### config.mk
export PLATFORM = sky130hd
export DESIGN_NAME = attn_matmul_scheduler
export DESIGN_NICKNAME = d
export VERILOG_FILES = /design/src/rtl/attn_matmul_scheduler.sv
export SDC_FILE = /design/constraint.sdc
export NUM_CORES = 1
export LEC_CHECK = 0
export ABC_AREA = 1
export BUFFER_PORTS_ARGS = -buffer_cell sky130_fd_sc_hd__buf_4
export CAP_MARGIN = 20
export CORE_UTILIZATION = 52
export CTS_CLUSTER_DIAMETER = 80
export CTS_CLUSTER_SIZE = 25
export DETAILED_ROUTE_END_ITERATION = 16
export PLACE_DENSITY = 0.77
export SLEW_MARGIN = 20
export SYNTH_ARGS = -nofsm -noshare
export SYNTH_HDL_FRONTEND = slang
export SYNTH_SLANG_ARGS = --single-unit
### constraint.sdc
create_clock -name clk -period 1.8 [get_ports clk]
set_input_delay 0.18 -clock clk [delete_from_list [all_inputs] [get_ports clk]]
set_output_delay 0.18 -clock clk [all_outputs]
set_load 0.01 [all_outputs]
### src/rtl/attn_matmul_scheduler.sv
// Steps one shared matmul datapath through the enabled attention ops, one op at a time.
// Latency: start -> first mm_start 1 cycle; 3 cycles per op when DONE follows START by one cycle.
// Backpressure: waits on mm_done per op (watchdog-bounded); start is ignored while busy.
module attn_matmul_scheduler #(
    parameter int NUM_OPS = 5,
    parameter int OP_W    = 3,
    parameter int TIMEOUT = 15,
    parameter int TMO_W   = 4
) (
    input  logic               clk,
    input  logic               reset_n,
    input  logic               start,
    input  logic [NUM_OPS-1:0] op_mask,
    input  logic               abort,
    output logic               mm_start,
    output logic [OP_W-1:0]    mm_op_sel,
    input  logic               mm_done,
    output logic               wr_en,
    output logic [OP_W-1:0]    wr_op,
    output logic               busy,
    output logic               done,
    output logic               error,
    output logic [OP_W:0]      ops_done
);

    typedef enum logic [2:0] {
        ST_IDLE, ST_ISSUE, ST_WAIT, ST_WRITE, ST_FINISH, ST_ERROR
    } state_t;

    localparam logic [TMO_W-1:0] TMO_LAST = TMO_W'(TIMEOUT - 1);

    state_t             state;
    logic [NUM_OPS-1:0] mask;
    logic [OP_W-1:0]    idx;
    logic [TMO_W-1:0]   timer;
    logic [OP_W-1:0]    first_idx;
    logic [OP_W-1:0]    next_idx;
    logic               has_next;

    // Descending scans leave the lowest qualifying bit as the final assignment.
    always_comb begin
        first_idx = '0;
        for (int i = NUM_OPS - 1; i >= 0; i--) begin
            if (op_mask[i]) first_idx = OP_W'(i);
        end
    end

    always_comb begin
        next_idx = '0;
        has_next = 1'b0;
        for (int i = NUM_OPS - 1; i >= 0; i--) begin
            if (mask[i] && (OP_W'(i) > idx)) begin
                next_idx = OP_W'(i);
                has_next = 1'b1;
            end
        end
    end

    assign mm_op_sel = idx;
    assign wr_op     = idx;

    always_ff @(posedge clk or negedge reset_n) begin
        if (!reset_n) begin
            state    <= ST_IDLE;
            mask     <= '0;
            idx      <= '0;
            timer    <= '0;
            mm_start <= 1'b0;
            wr_en    <= 1'b0;
            busy     <= 1'b0;
            done     <= 1'b0;
            error    <= 1'b0;
            ops_done <= '0;
        end else begin
            mm_start <= 1'b0;
            wr_en    <= 1'b0;
            done     <= 1'b0;
            if (abort && state != ST_IDLE) begin
                state <= ST_IDLE;
                busy  <= 1'b0;
            end else begin
                case (state)
                    ST_IDLE: begin
                        if (start) begin
                            mask     <= op_mask;
                            ops_done <= '0;
                            error    <= 1'b0;
                            busy     <= 1'b1;
                            if (op_mask == '0) begin
                                state <= ST_FINISH;
                                done  <= 1'b1;
                            end else begin
                                state    <= ST_ISSUE;
                                idx      <= first_idx;
                                mm_start <= 1'b1;
                            end
                        end
                    end
                    ST_ISSUE: begin
                        timer <= '0;
                        state <= ST_WAIT;
                    end
                    ST_WAIT: begin
                        if (mm_done) begin
                            state    <= ST_WRITE;
                            wr_en    <= 1'b1;
                            ops_done <= ops_done + 1'b1;
                        end else if (timer == TMO_LAST) begin
                            state <= ST_ERROR;
                            error <= 1'b1;
                            done  <= 1'b1;
                        end else begin
                            timer <= timer + 1'b1;
                        end
                    end
                    // mm_done is not looked at here, so a stale DONE cannot write twice.
                    ST_WRITE: begin
                        if (has_next) begin
                            state    <= ST_ISSUE;
                            idx      <= next_idx;
                            mm_start <= 1'b1;
                        end else begin
                            state <= ST_FINISH;
                            done  <= 1'b1;
                        end
                    end
                    ST_FINISH, ST_ERROR: begin
                        state <= ST_IDLE;
                        busy  <= 1'b0;
                    end
                    default: begin
                        state <= ST_IDLE;
                        busy  <= 1'b0;
                    end
                endcase
            end
        end
    end

endmodule

==> results of run 1 <==
[critical path, delay by kind of cell (launching register included)]
family	cells	cell delay, ns
and+or+nand+nor	5	0.79
DFF	1	0.50
AOI/OAI and AO/OA	1	0.05
[area by class of cell]
| type | instances | area, um2 | share of cell area |
|---|---|---|---|
| Inverter | 23 | 86.3 | 0.0548 |
| Multi-Input combinational cell | 124 | 658 | 0.418 |
| Tap cell | 30 | 37.5 | 0.0238 |
| Sequential cell | 23 | 576 | 0.366 |
| Timing Repair Buffer | 25 | 190 | 0.121 |
| Clock buffer | 4 | 26.3 | 0.0167 |
[worst paths after layout]
path | start | end | slack, ns | cells after the start
setup / recovery | state[0]$_DFFE_PN0P_ | state[2]$_DFFE_PN0P_ | 0.35 | 6
hold / removal | abort | wr_en$_DFF_PN0_ | 0.07 | 2
setup reg to reg | state[0]$_DFFE_PN0P_ | state[2]$_DFFE_PN0P_ | 0.35 | 6
hold reg to reg | error$_DFFE_PN0P_ | error$_DFFE_PN0P_ | 0.49 | 2
max in group asynchronous | reset_n | mm_start$_DFF_PN0_ | 1.28 | 2
min in group asynchronous | reset_n | mask[3]$_DFFE_PN0P_ | 0.28 | 2
[placed cells by master (no fill, tap or decap)]
cell,n
sky130_fd_sc_hd__nand2_2,6
sky130_fd_sc_hd__nand3_2,1
sky130_fd_sc_hd__a21oi_1,4
sky130_fd_sc_hd__clkbuf_4,3
sky130_fd_sc_hd__nand3_1,17
sky130_fd_sc_hd__o21ai_1,5
sky130_fd_sc_hd__ha_1,3
sky130_fd_sc_hd__mux2_1,1
sky130_fd_sc_hd__inv_1,21
sky130_fd_sc_hd__inv_2,2
sky130_fd_sc_hd__o21ai_0,10
sky130_fd_sc_hd__buf_4,24
sky130_fd_sc_hd__nand2_1,46
sky130_fd_sc_hd__dfrtp_1,23
sky130_fd_sc_hd__nand3b_1,1
sky130_fd_sc_hd__o21a_1,1
sky130_fd_sc_hd__xor2_1,2
sky130_fd_sc_hd__xnor2_1,1
sky130_fd_sc_hd__nand4_1,1
sky130_fd_sc_hd__clkbuf_1,1
sky130_fd_sc_hd__nand2_4,2
sky130_fd_sc_hd__nor3_4,1
sky130_fd_sc_hd__or2_2,1
sky130_fd_sc_hd__nor2_1,16
sky130_fd_sc_hd__dlygate4sd3_1,1
sky130_fd_sc_hd__nor2_4,5
[power by group through the flow]
stage	combinational [uW]	sequential, uW	clock [uW]
6_report	1180	865	241
3_3_place_gp	1140	865	0
5_1_grt	1330	889	265
4_1_cts	1190	865	245
2_1_floorplan	837	871	0
3_5_place_dp	1180	872	0
[metrics by stage]
step	instance area (um2)	total power, uW	std cells
2_1_floorplan	1340	1710	173
3_3_place_gp	1540	2010	224
3_5_place_dp	1540	2050	224
4_1_cts	1570	2290	229
5_1_grt	1570	2490	229
6_report	1570	2280	229
[sequential cells by signal (all words and copies together) (netlist names)]
signal,cells
timer,4
done,1
mask,4
wr_en,1
ops_done,4
mm_start,1
mm_op_sel,3
busy,1
state,3
error,1
[routing by layer]
metal	global-route usage	share of wire
met1	0.256	0.43
met2	0.386	0.51
met3	0.0261	0.039
met5	0	0
met4	0.105	0.018
[cell families after synthesis]
family | count (synthesis)
mux | 1
compound gates | 20
buf+inv | 26
flops | 23
simple gates | 97
fa+ha+maj | 3
xor+xnor | 3
[what timing repair did]
action | CTS | global route
hold buffers | 1 | 0
hold endpoints to repair | 23 | 0
gates resized for setup | 0 | 0
==> flow_results.org, run 1 <==
** Die
- The die covers between 2000 and 3000 um2.
- Die Span X :: 52.8 um
- Starting Density :: 0.547
- Boundary Pins :: 25
- The core region is 2450 um2.
- Measured along the y axis, the die boundary spans 52.8 um.
- Row generation in the floorplan step produced 18 rows.

** Timing
- In the post-route analysis, the smallest setup slack over all paths is 0.355 ns.
- The final number of max-transition violations came to 0.
- Worst hold slack across all endpoints :: 0.0674 ns
- Maximum clock skew at final layout :: 0.00347 ns
- The final-report hold violation count came to 0.
- Summed over all failing endpoints, the final setup total negative slack is 0 ns.
- Remaining max-slew budget at the tightest pin :: 0.795
- Period utilization :: 0.803
- Unrepaired setup endpoints after global routing :: false
- The worst path needs 1.45 ns of the cycle, external delays included.
- Final-report setup violation count :: 0
- Derived from the worst setup path, the maximum achievable clock frequency is 692 MHz.
- For the pin with the worst max-slew slack, the measured transition is about 0.31 ns.

** Synth
- Register bit total from synthesis :: 23
- Cell type with the highest aggregate area in the netlist :: sky130_fd_sc_hd__dfrtp_1
- After synthesis, the mean cell area works out to roughly 7.8 um2.
- Yosys attributes the largest share of cell area to sky130_fd_sc_hd__dfrtp_1, sky130_fd_sc_hd__nand2_1, sky130_fd_sc_hd__nand3_1.
- Adder and majority cell fraction of the synthesized area :: 0.0280
- Multiplexer share of the synthesized area :: 0.00839
- Fraction of registers with async set or reset after synthesis :: 1.00
- Parity-gate share of the synthesized area counting xor and xnor cells :: 0.0196
- The most used flip-flop cell after synthesis is sky130_fd_sc_hd__dfrtp_1.
- Synthesized-area fraction occupied by and/or/nand/nor cells :: 0.358
- Of the post-synthesis cell area, the dominant cell type holds 0.429.
- The number of different library cells used by synthesis comes to 23.
- After synthesis the cells add up to 1340 um2.
- Sequential cell area fraction in the yosys report :: 0.429
- Instance count of the mapped netlist :: 173
- Most common library cells after synthesis :: sky130_fd_sc_hd__nand2_1, sky130_fd_sc_hd__dfrtp_1, sky130_fd_sc_hd__inv_1, sky130_fd_sc_hd__nand3_1, sky130_fd_sc_hd__nor2_1
- The synthesized-area fraction occupied by ao, oa, aoi and oai cells came to 0.0764.
- Largest family of logic cells by synthesized area :: simple AND/OR/NAND/NOR gates
- For this run, the number of Yosys warnings is 0.
- Yosys instantiated no cell more often than sky130_fd_sc_hd__nand2_1.
- Yosys mapped a number of flops with a built-in enable equal to 0.
- Counting every net in the synthesized netlist gives 186.

** Clock tree
- At the later pin of the worst-skew pair, clock insertion delay measures 0.31 ns.
- Sinks on the clock net :: 23
- Deepest clock path buffer count :: 2
- Clock tree from TritonCTS :: yes
- H-tree level count :: 1
- Register clock-pin slew on the reported worst setup and hold paths :: 0.12 ns
- Root buf cell :: sky130_fd_sc_hd__clkbuf_4
- Post-CTS timing repair inserted 0 buffers for setup.
- Num CTS Buffers :: 3

** Final layout
- Fill cells in the final layout number ~210.
- Growth of design area from synthesis to finish :: 17.2%
- Final Net Count :: approximately 210
- Of the cells placed in the final design, the portion with a size suffix greater than 1 is 0.226.
- Number of diodes :: 0
- Share of the core filled with cells :: 0.641

** Power
- Net Sw Power :: 1050 uW
- Logic gate share of total power :: 0.515
- Internal power consumption :: 1230 uW
- Maximum resistive drop on vdd :: 0.973 mV
- The analysis attributes to cell leakage a power of 0.000836 uW.
- Of the total power, the share spent switching nets is 0.459.
- Part of the total power dissipated in sequential elements :: 0.379
- Clock group share of total power :: 0.106
- Power spread over the standard cell area amounts to 1450 nW/um2.

** Routing
- Routed via count divided by cell count :: roughly 5
- DRC marker count from the first detailed-route iteration :: 35
- Summed over all layers, the routed wires come to about 2.7 mm.
- Final routed wire length divided by cell count :: about 12 um
- Detailed-route DRC error count :: 0
- Total number of vias :: 1164
- Drt first pass iters :: 4
- The count of nets left with antenna violations once routing finished came out at 0.

** Critical path
- Traced cell by cell, the critical path runs through nor2_4 > nand2_1 > nor2_4 > nand3_1 > nand3_1 > a21oi_1.
- Worst Setup Start Kind :: flop
- For the worst setup path, the data required time is 2.00 ns.
- Worst EP arrival :: 1.65 ns
- STA classifies the critical path endpoint as a flop.
- The setup path with the least slack is of type reg2reg.
- In this design, the stage delay of the slowest critical-path cell is 0.50 ns.
- In this run the worst path has a maximum fanout of 6.
- Among all stages on the critical path, the largest delay is contributed by sky130_fd_sc_hd__dfrtp_1.

** Place
- The count of buffers added on input and output ports is 24.
- Worst slack, placed :: approximately 0.38 ns
- Half-perimeter wire length of the detailed placement result :: 2.05 mm
- Gp weighted congestion :: 0.808

** Outcome
- Outcome :: complete, no violations

** GRT
- For this run, the total global-route usage over all layers was measured as 0.218.
- Entering global routing, the biggest net connects 24 pins.
- Global routing finished with a remaining overflow of 0.
- Global-route wire length before repair :: 4.40 mm
- The number of antenna violations at the first check in global routing is 0.
- The via count of the first global-routing pass was 1083.

** Job
- The tool flagged a number of max-cap violations equal to 0.

** Worst hold path
- Path class of the lowest-slack min-delay path :: in2reg
(Power assumes the default switching activity.)
==> run 2, diff against run 1 <==
==> constraint.sdc (replaced) <==
create_clock -name clk -period 1.4 [get_ports clk]
set_input_delay 0.14 -clock clk [delete_from_list [all_inputs] [get_ports clk]]
set_output_delay 0.14 -clock clk [all_outputs]
set_load 0.01 [all_outputs]
==> flow_results.org, run 2 (synthesis gave the netlist of run 1 again) <==
** Timing
- Fin worst setup slack :: -0.00165 ns
- Subtracting the final worst setup slack from the clock period gives around 1.4 ns.
- Unrepaired setup endpoints after global routing :: true
- For the final routed database, the setup TNS stands at -0.00165 ns.
- Setup violations remaining at the end of the flow were counted as 1.
- For the pin with the worst max-slew slack, the measured transition is 0.299 ns.
- Worst hold slack across all endpoints :: -0.00372 ns
- Remaining max-slew budget at the tightest pin :: 0.801
- Number of pins exceeding their max-slew limit in the final report :: 0
- Period utilization :: 1.00
- Hold Fails Final Rpt :: 1
- Static timing analysis puts the maximum clock frequency at ~710 MHz.
- Between clock sinks in the finished design, the worst skew comes to 0.00902 ns.

** Routing
- Total number of vias :: 1213
- After detailed routing, the total wire length is 3.10 mm.
- Count of antenna-violating nets left after detailed routing :: 0
- Routed via count divided by cell count :: 5.05
- Detailed-route DRC error count :: 0
- Before antenna repair, the detailed router went through 4 iterations.
- Final routed wire length divided by cell count :: roughly 13 um
- After the first detailed-routing iteration, the DRC count stood at 22.

** Die
- The floorplan step defined a die boundary enclosing 2790 um2.
- The region available for standard cell placement spans between 2000 and 2500 um2.
- The floorplan has 18 rows.
- The floorplan step set the die width to 52.8 um.
- Starting Density :: 0.547
- For this design the top-level I/O count stands at 25.
- The floorplan step set the die height to 52.8 um.

** Final layout
- The library cells used most frequently in the layout, excluding fill and tap cells, are sky130_fd_sc_hd__nand2_1, sky130_fd_sc_hd__buf_4, sky130_fd_sc_hd__inv_1.
- Proportion of layout cells with a drive suffix above 1 :: 0.357
- Growth of design area from synthesis to finish :: 29.5%
- Leaving out fill and tap cells, the most frequent cell in the layout is sky130_fd_sc_hd__nand2_1.
- Area taken by flip-flops and latches :: 581 um2
- Summing all multi-input logic gate instances after layout gives 728 um2.
- In the final design database the tool counted 224 nets.
- In the final layout, the registers with the most flip-flops are mask (4), ops_done (4), timer (4).
- The repair_antennas step left the layout with diodes totalling 0.
- After filler insertion, the fill cell instance count of the layout stands at 205.

** Clock tree
- Num CTS Buffers :: 3
- In this run the number of H-tree levels came out at 1.
- After clock tree synthesis, the clock-pin slew on the worst setup and hold paths is approximately 0.14 ns.
- Sinks on the clock net :: 23
- Clock tree from TritonCTS :: yes
- Later-pin clock latency in the skew report :: 0.33 ns
- Counting along the longest clock path gives a buffer depth of 2.
- Root buf cell :: sky130_fd_sc_hd__clkbuf_4

** Critical path
- Critical Setup Path Class :: reg2reg
- Worst flop-to-flop path startpoint :: state[2]$_DFFE_PN0P_
- Worst Setup Start Kind :: flop
- Endpoint of the worst register-to-register path :: timer[0]$_DFFE_PN0P_
- The number of cells on the worst reg-to-reg path is 7.
- For the worst setup path, the data required time is 1.63 ns.
- Setup slack on the worst reg-to-reg path comes out at -0.002 ns.
- Worst EP arrival :: between 1.5 and 2 ns
- Capturing element type of the critical path :: flop
- Along the worst path, the maximum fanout reaches 6.

** GRT
- Global routing usage summed across all routing layers :: 0.244
- Met2 capacity usage during global routing :: 0.447
- The via count of the first global-routing pass is 1132.
- The number of antenna violations at the first check in global routing is 0.
- Met1 Usage GRT :: 0.257
- The layer flagged by global routing as most heavily used is met2.
- Entering global routing, the biggest net connects 24 pins.
- Met3 GRT Util :: 0.0377
- Congestion Overflow GR :: 0
- The first global-routing pass estimated 4.74 mm of wire.

** Job
- Max-cap violations in this run came to 0.

** Place
- After legalization and detailed placement, the total HPWL measured 2.12 mm.
- Worst slack, placed :: -0.0145 ns
- At the end of routability-driven placement, the weighted congestion stood at 0.833.
- Number of input and output port buffers inserted :: 24

** Worst hold path
- The startpoint identified for the worst hold timing path is abort.
- Along the worst hold path, the cell count comes to 2.
- The worst hold path belongs to the class in2reg.
- The path with the worst hold slack has its endpoint at wr_en$_DFF_PN0_.

** Outcome
- Outcome :: finished with violations
- Violations in the final reports :: hold timing, setup timing

** Power
- For this design the ratio of total power to cell area is 1930 nW/um2.
- VDD sags by at most 1.22 mV.
- Leakage power :: around 0.00091 uW
==> run 2: metrics by stage <==
step | utilization | hold slack, ns | instances | cell area, um2 | power (uW)
2_1_floorplan | - | -0.156 | 173 | 1340 | 2200
6_report | 0.708 | -0.00372 | 240 | 1740 | 3360
4_1_cts | 0.665 | 0.0121 | 236 | 1630 | 3120
3_3_place_gp | 0.636 | 0.0433 | 227 | 1560 | 2620
3_5_place_dp | 0.636 | 0.0518 | 227 | 1560 | 2680
5_1_grt | 0.708 | 0.00380 | 240 | 1740 | 3620
==> run 2: cell type report <==
class | count | share of cell area
Sequential cell | 23 | 0.334
Clock buffer | 3 | 0.0129
Inverter | 23 | 0.0511
Multi-Input combinational cell | 124 | 0.419
Timing Repair Buffer | 36 | 0.159
Tap cell | 30 | 0.0216
Clock inverter | 1 | 0.00288
==> run 2: worst max path at each step <==
| stage | from | to | slack, ns | depth (start not counted) |
|---|---|---|---|---|
| finish | state[2]$_DFFE_PN0P_ | timer[0]$_DFFE_PN0P_ | -0.002 | 7 |
| global route | state[2]$_DFFE_PN0P_ | done$_DFF_PN0_ | -0.07 | 6 |
| CTS | state[2]$_DFFE_PN0P_ | state[2]$_DFFE_PN0P_ | 0.002 | 6 |
| detailed placement | state[2]$_DFFE_PN0P_ | state[2]$_DFFE_PN0P_ | -0.01 | 6 |
| global placement | state[2]$_DFFE_PN0P_ | timer[0]$_DFFE_PN0P_ | 0.03 | 7 |
| floorplan | state[2]$_DFFE_PN0P_ | timer[0]$_DFFE_PN0P_ | 0.12 | 7 |
==> run 2: per-layer routing <==
layer,vias to the layer above,part of all wire
li1,620,-
met1,557,0.42
met2,28,0.52
met3,8,0.032
met4,0,0.029
met5,-,0
==> run 2: critical path, cell delays in order (launching register included) <==
cell and delay (ns):
sky130_fd_sc_hd__dfrtp_2 0.48, sky130_fd_sc_hd__inv_1 0.09, sky130_fd_sc_hd__nand2_1 0.08, sky130_fd_sc_hd__nor2_4 0.20, sky130_fd_sc_hd__nand2_2 0.09, sky130_fd_sc_hd__nand2_2 0.09
sky130_fd_sc_hd__nand3_4 0.10, sky130_fd_sc_hd__o21a_1 0.18
==> run 2: timing repair <==
item | in CTS | in global routing
hold buffers | 1 | 0
hold endpoints to repair | 23 | 0
endpoints found under the setup margin | 6 | 16
setup buffers | 4 | 4
resized for setup | 4 | 22
gates cloned | 0 | 0
pin swaps | 5 | 8
==> run 2: report_power, final <==
part           switching (uW)  internal, uW  total [uW]  leakage [uW]
registers                 228           896        1120      0.000297
logic                    1110           804        1910      0.000600
clock network             220           108         328     0.0000177
total                    1560          1810        3360      0.000914
==> run 3, diff against run 2 <==
--- a/config.mk
+++ b/config.mk
@@ -6,7 +6,7 @@
 export NUM_CORES = 1
 export LEC_CHECK = 0
 export ABC_AREA = 1
-export BUFFER_PORTS_ARGS = -buffer_cell sky130_fd_sc_hd__buf_4
+export BUFFER_PORTS_ARGS = -buffer_cell sky130_fd_sc_hd__buf_2
 export CAP_MARGIN = 20
 export CORE_UTILIZATION = 52
 export CTS_CLUSTER_DIAMETER = 80
==> flow_results.org, run 3 (synthesis gave the netlist of run 1 again) <==
** Outcome
- Outcome :: complete, no violations

** Critical path
- Worst Setup Start Kind :: flop
- The worst setup path is captured at a flop.
- For the worst flop-to-flop path, the logic depth is 6.
- Critical Setup Path Class :: reg2reg
- The worst register-to-register path ends at ops_done[0]$_DFFE_PN0P_.
- At the worst endpoint, the required time is 1.60 ns.
- The startpoint identified for the worst register-to-register timing path is state[0]$_DFFE_PN0P_.
- At the worst endpoint, the arrival time is 1.59 ns.
- Critical path peak fanout :: 6
- Setup slack of the worst register-to-register path :: 0.007 ns

** Die
- 25 I/O pins were placed.
- Die area :: around 2800 um2
- The total area inside the core boundary comes to roughly 2500 um2.
- Starting Density :: 0.547
- Standard-cell rows :: 18
- The die is 52.8 um wide.
- Die span in y :: 52.8 um

** Power
- Maximum resistive drop on vdd :: 1.13 mV
- Switching part of the total power :: 0.473
- Leakage power :: 0.000878 uW
- Of the total power, combinational logic draws 0.559.
- Overall power consumption :: roughly 3200 uW
- The share of total power dissipated in the clock network is 0.094.
- Part of the total power dissipated in sequential elements :: 0.347
- Dividing total power by cell area gives a power density of ~1900 nW/um2.
- Internal power comes to 1690 uW.
- Net Sw Power :: between 1500 and 2000 uW

** Timing
- Setup slack on the critical path of the routed design comes to 0.00677 ns.
- Maximum operating frequency :: 718 MHz
- Setup repair after global routing could not meet its margin everywhere.
- Of the available clock period, the critical path in the final layout requires 0.995.
- Hold Fails Final Rpt :: 0
- Post-route minimum period :: 1.39 ns
- Remaining max-slew budget at the tightest pin :: 0.658
- Setup violations remaining at the end of the flow were counted as 0.
- Maximum clock skew at final layout :: 0.0101 ns
- Worst-margin pin slew :: between 0.5 and 0.6 ns
- The final number of max-transition violations is 0.

** GRT
- Pin count of the biggest net entering global routing :: 24
- The first global-routing pass estimated about 4.4 mm of wire.
- Summed over all layers, the global routing overflow is 0.
- Across every metal layer, demand over resource in global routing totals 0.219.
- Initial antenna violation count :: 0
- Number of global-route vias before repair :: 1057

** Place
- Routability-driven placement finished with a final weighted congestion of 0.870.
- Including well taps, the total number of placed cells is around 230.
- After legalization and detailed placement, the total HPWL measured roughly 2.1 mm.
- The placed instances occupy a cell area of between 1500 and 2000 um2.
- At the placement stage, the worst setup path has a slack of roughly 0.0036 ns.
- Number of input and output port buffers inserted :: 24

** Final layout
- Area taken by multi-input logic gates :: 724 um2
- Number of diodes :: 0
- Registers with the most flip-flops :: mask (4), ops_done (4), timer (4)
- Final design instance area without fill :: roughly 1600 um2
- Final Net Count :: between 200 and 250
- Excluding fillers, the count of instances in the completed layout stands at between 200 and 250.
- In the final layout, the share of cells above drive strength 1 is 0.343.
- Share of the core filled with cells :: 0.670
- Growth of design area from synthesis to finish :: 22.6%
- Area taken by flip-flops and latches :: just under 600 um2
- Top library cells by usage in the layout, fill and taps aside :: sky130_fd_sc_hd__nand2_1, sky130_fd_sc_hd__buf_2, sky130_fd_sc_hd__inv_1
- The library cell used most frequently in the layout, excluding fill and tap cells, is sky130_fd_sc_hd__nand2_1.
- The layout has 205 filler cells.

** Routing
- The detail route stage leaves a number of antenna-violating nets equal to 0.
- Total number of vias :: 1221
- WL final :: 2.93 mm
- The first detailed-routing pass took 4 iterations.
- DRC marker count from the first detailed-route iteration :: 18
- Detailed-route DRC error count :: 0
- Final routed wire length divided by cell count :: 12.4 um
- After detailed routing, the number of vias per cell comes to 5.15.

** Worst hold path
- For hold timing, the worst endpoint is wr_en$_DFF_PN0_.
- Critical hold path startpoint :: abort
- Path class of the lowest-slack min-delay path :: in2reg
- The worst hold path was traced through 2 stages.

** Job
- The tool flagged a number of max-cap violations equal to 0.

** Clock tree
- The clock reaches the later pin of the worst-skew pair after between 0.3 and 0.4 ns.
- The cell sitting at the root of the clock tree is a sky130_fd_sc_hd__clkbuf_4.
- In this run, CTS created clock tree buffers numbering 3.
- TritonCTS built the clock tree.
- H-tree level count :: 1
- Register clock-pin slew on the reported worst setup and hold paths :: 0.12 ns
- Sinks on the clock net :: 23
- Deepest clock path buffer count :: 2
run 3: changes by cell type in the layout (fill, tap and decap cells not counted), sizes merged:
| cell | previous run | this run |
|---|---|---|
| clkinv | 1 | 0 |
| buf | 35 | 32 |
| clkbuf | 3 | 4 |
run 3: area by class of cell:
cell class              instances  area share
well taps                      30      0.0228
repair buffers                 33       0.116
clock buffers                   4      0.0160
flip-flops and latches         23       0.353
multi-input cells             124       0.440
inverters                      23      0.0525
run 3: how the worst max path moves through the flow:
stage | startpoint | slack [ns] | depth (start not counted) | to
after detailed placement | state[0]$_DFFE_PN0P_ | 0.004 | 6 | state[2]$_DFFE_PN0P_
after CTS | state[2]$_DFFE_PN0P_ | 0.008 | 7 | ops_done[3]$_DFFE_PN0P_
after floorplan | state[2]$_DFFE_PN0P_ | 0.12 | 7 | timer[0]$_DFFE_PN0P_
after global placement | state[0]$_DFFE_PN0P_ | 0.07 | 6 | done$_DFF_PN0_
after global routing | state[0]$_DFFE_PN0P_ | -0.06 | 7 | ops_done[3]$_DFFE_PN0P_
final | state[0]$_DFFE_PN0P_ | 0.007 | 6 | ops_done[0]$_DFFE_PN0P_
run 3: layer usage:
layer | GRT usage | wire [um] | vias up
li1 | - | - | 614
met1 | 0.262 | 1300 | 571
met2 | 0.378 | 1480 | 26
met3 | 0.0319 | 84 | 10
met4 | 0.110 | 71 | 0
met5 | 0 | 0 | -
run 3: power groups by stage:
| stage | combinational, uW | sequential, uW | clock [uW] |
|---|---|---|---|
| after CTS | 1520 | 1100 | 318 |
| after global placement | 1450 | 1090 | 0 |
| after detailed placement | 1500 | 1110 | 0 |
| after global routing | 1970 | 1140 | 323 |
| after floorplan | 1080 | 1120 | 0 |
| final | 1790 | 1110 | 301 |
run 3: timing repair:
item / in CTS / in global routing
endpoints found under the hold margin: 23 / 0
pin swaps: 0 / 4
hold buffers: 1 / 0
setup endpoints to repair: 3 / 14
gates resized for setup: 2 / 23
setup buffers: 0 / 4
gates cloned: 0 / 0
run 3: stage by stage:
step / hold slack (ns) / setup TNS [ns]
floorplan: -0.156 / 0
global placement: 0.136 / 0
detailed placement: 0.148 / 0
CTS: 0.0502 / 0
global route: 0.0796 / -0.510
finish: 0.0628 / 0
run 3: worst max-delay path: stages, from the launching register on:
cell	delay, ns
sky130_fd_sc_hd__dfrtp_2	0.47
sky130_fd_sc_hd__nor2_4	0.19
sky130_fd_sc_hd__nand2_4	0.10
sky130_fd_sc_hd__nand2_4	0.11
sky130_fd_sc_hd__nand2_4	0.07
sky130_fd_sc_hd__nor3_4	0.22
sky130_fd_sc_hd__o21ai_1	0.13
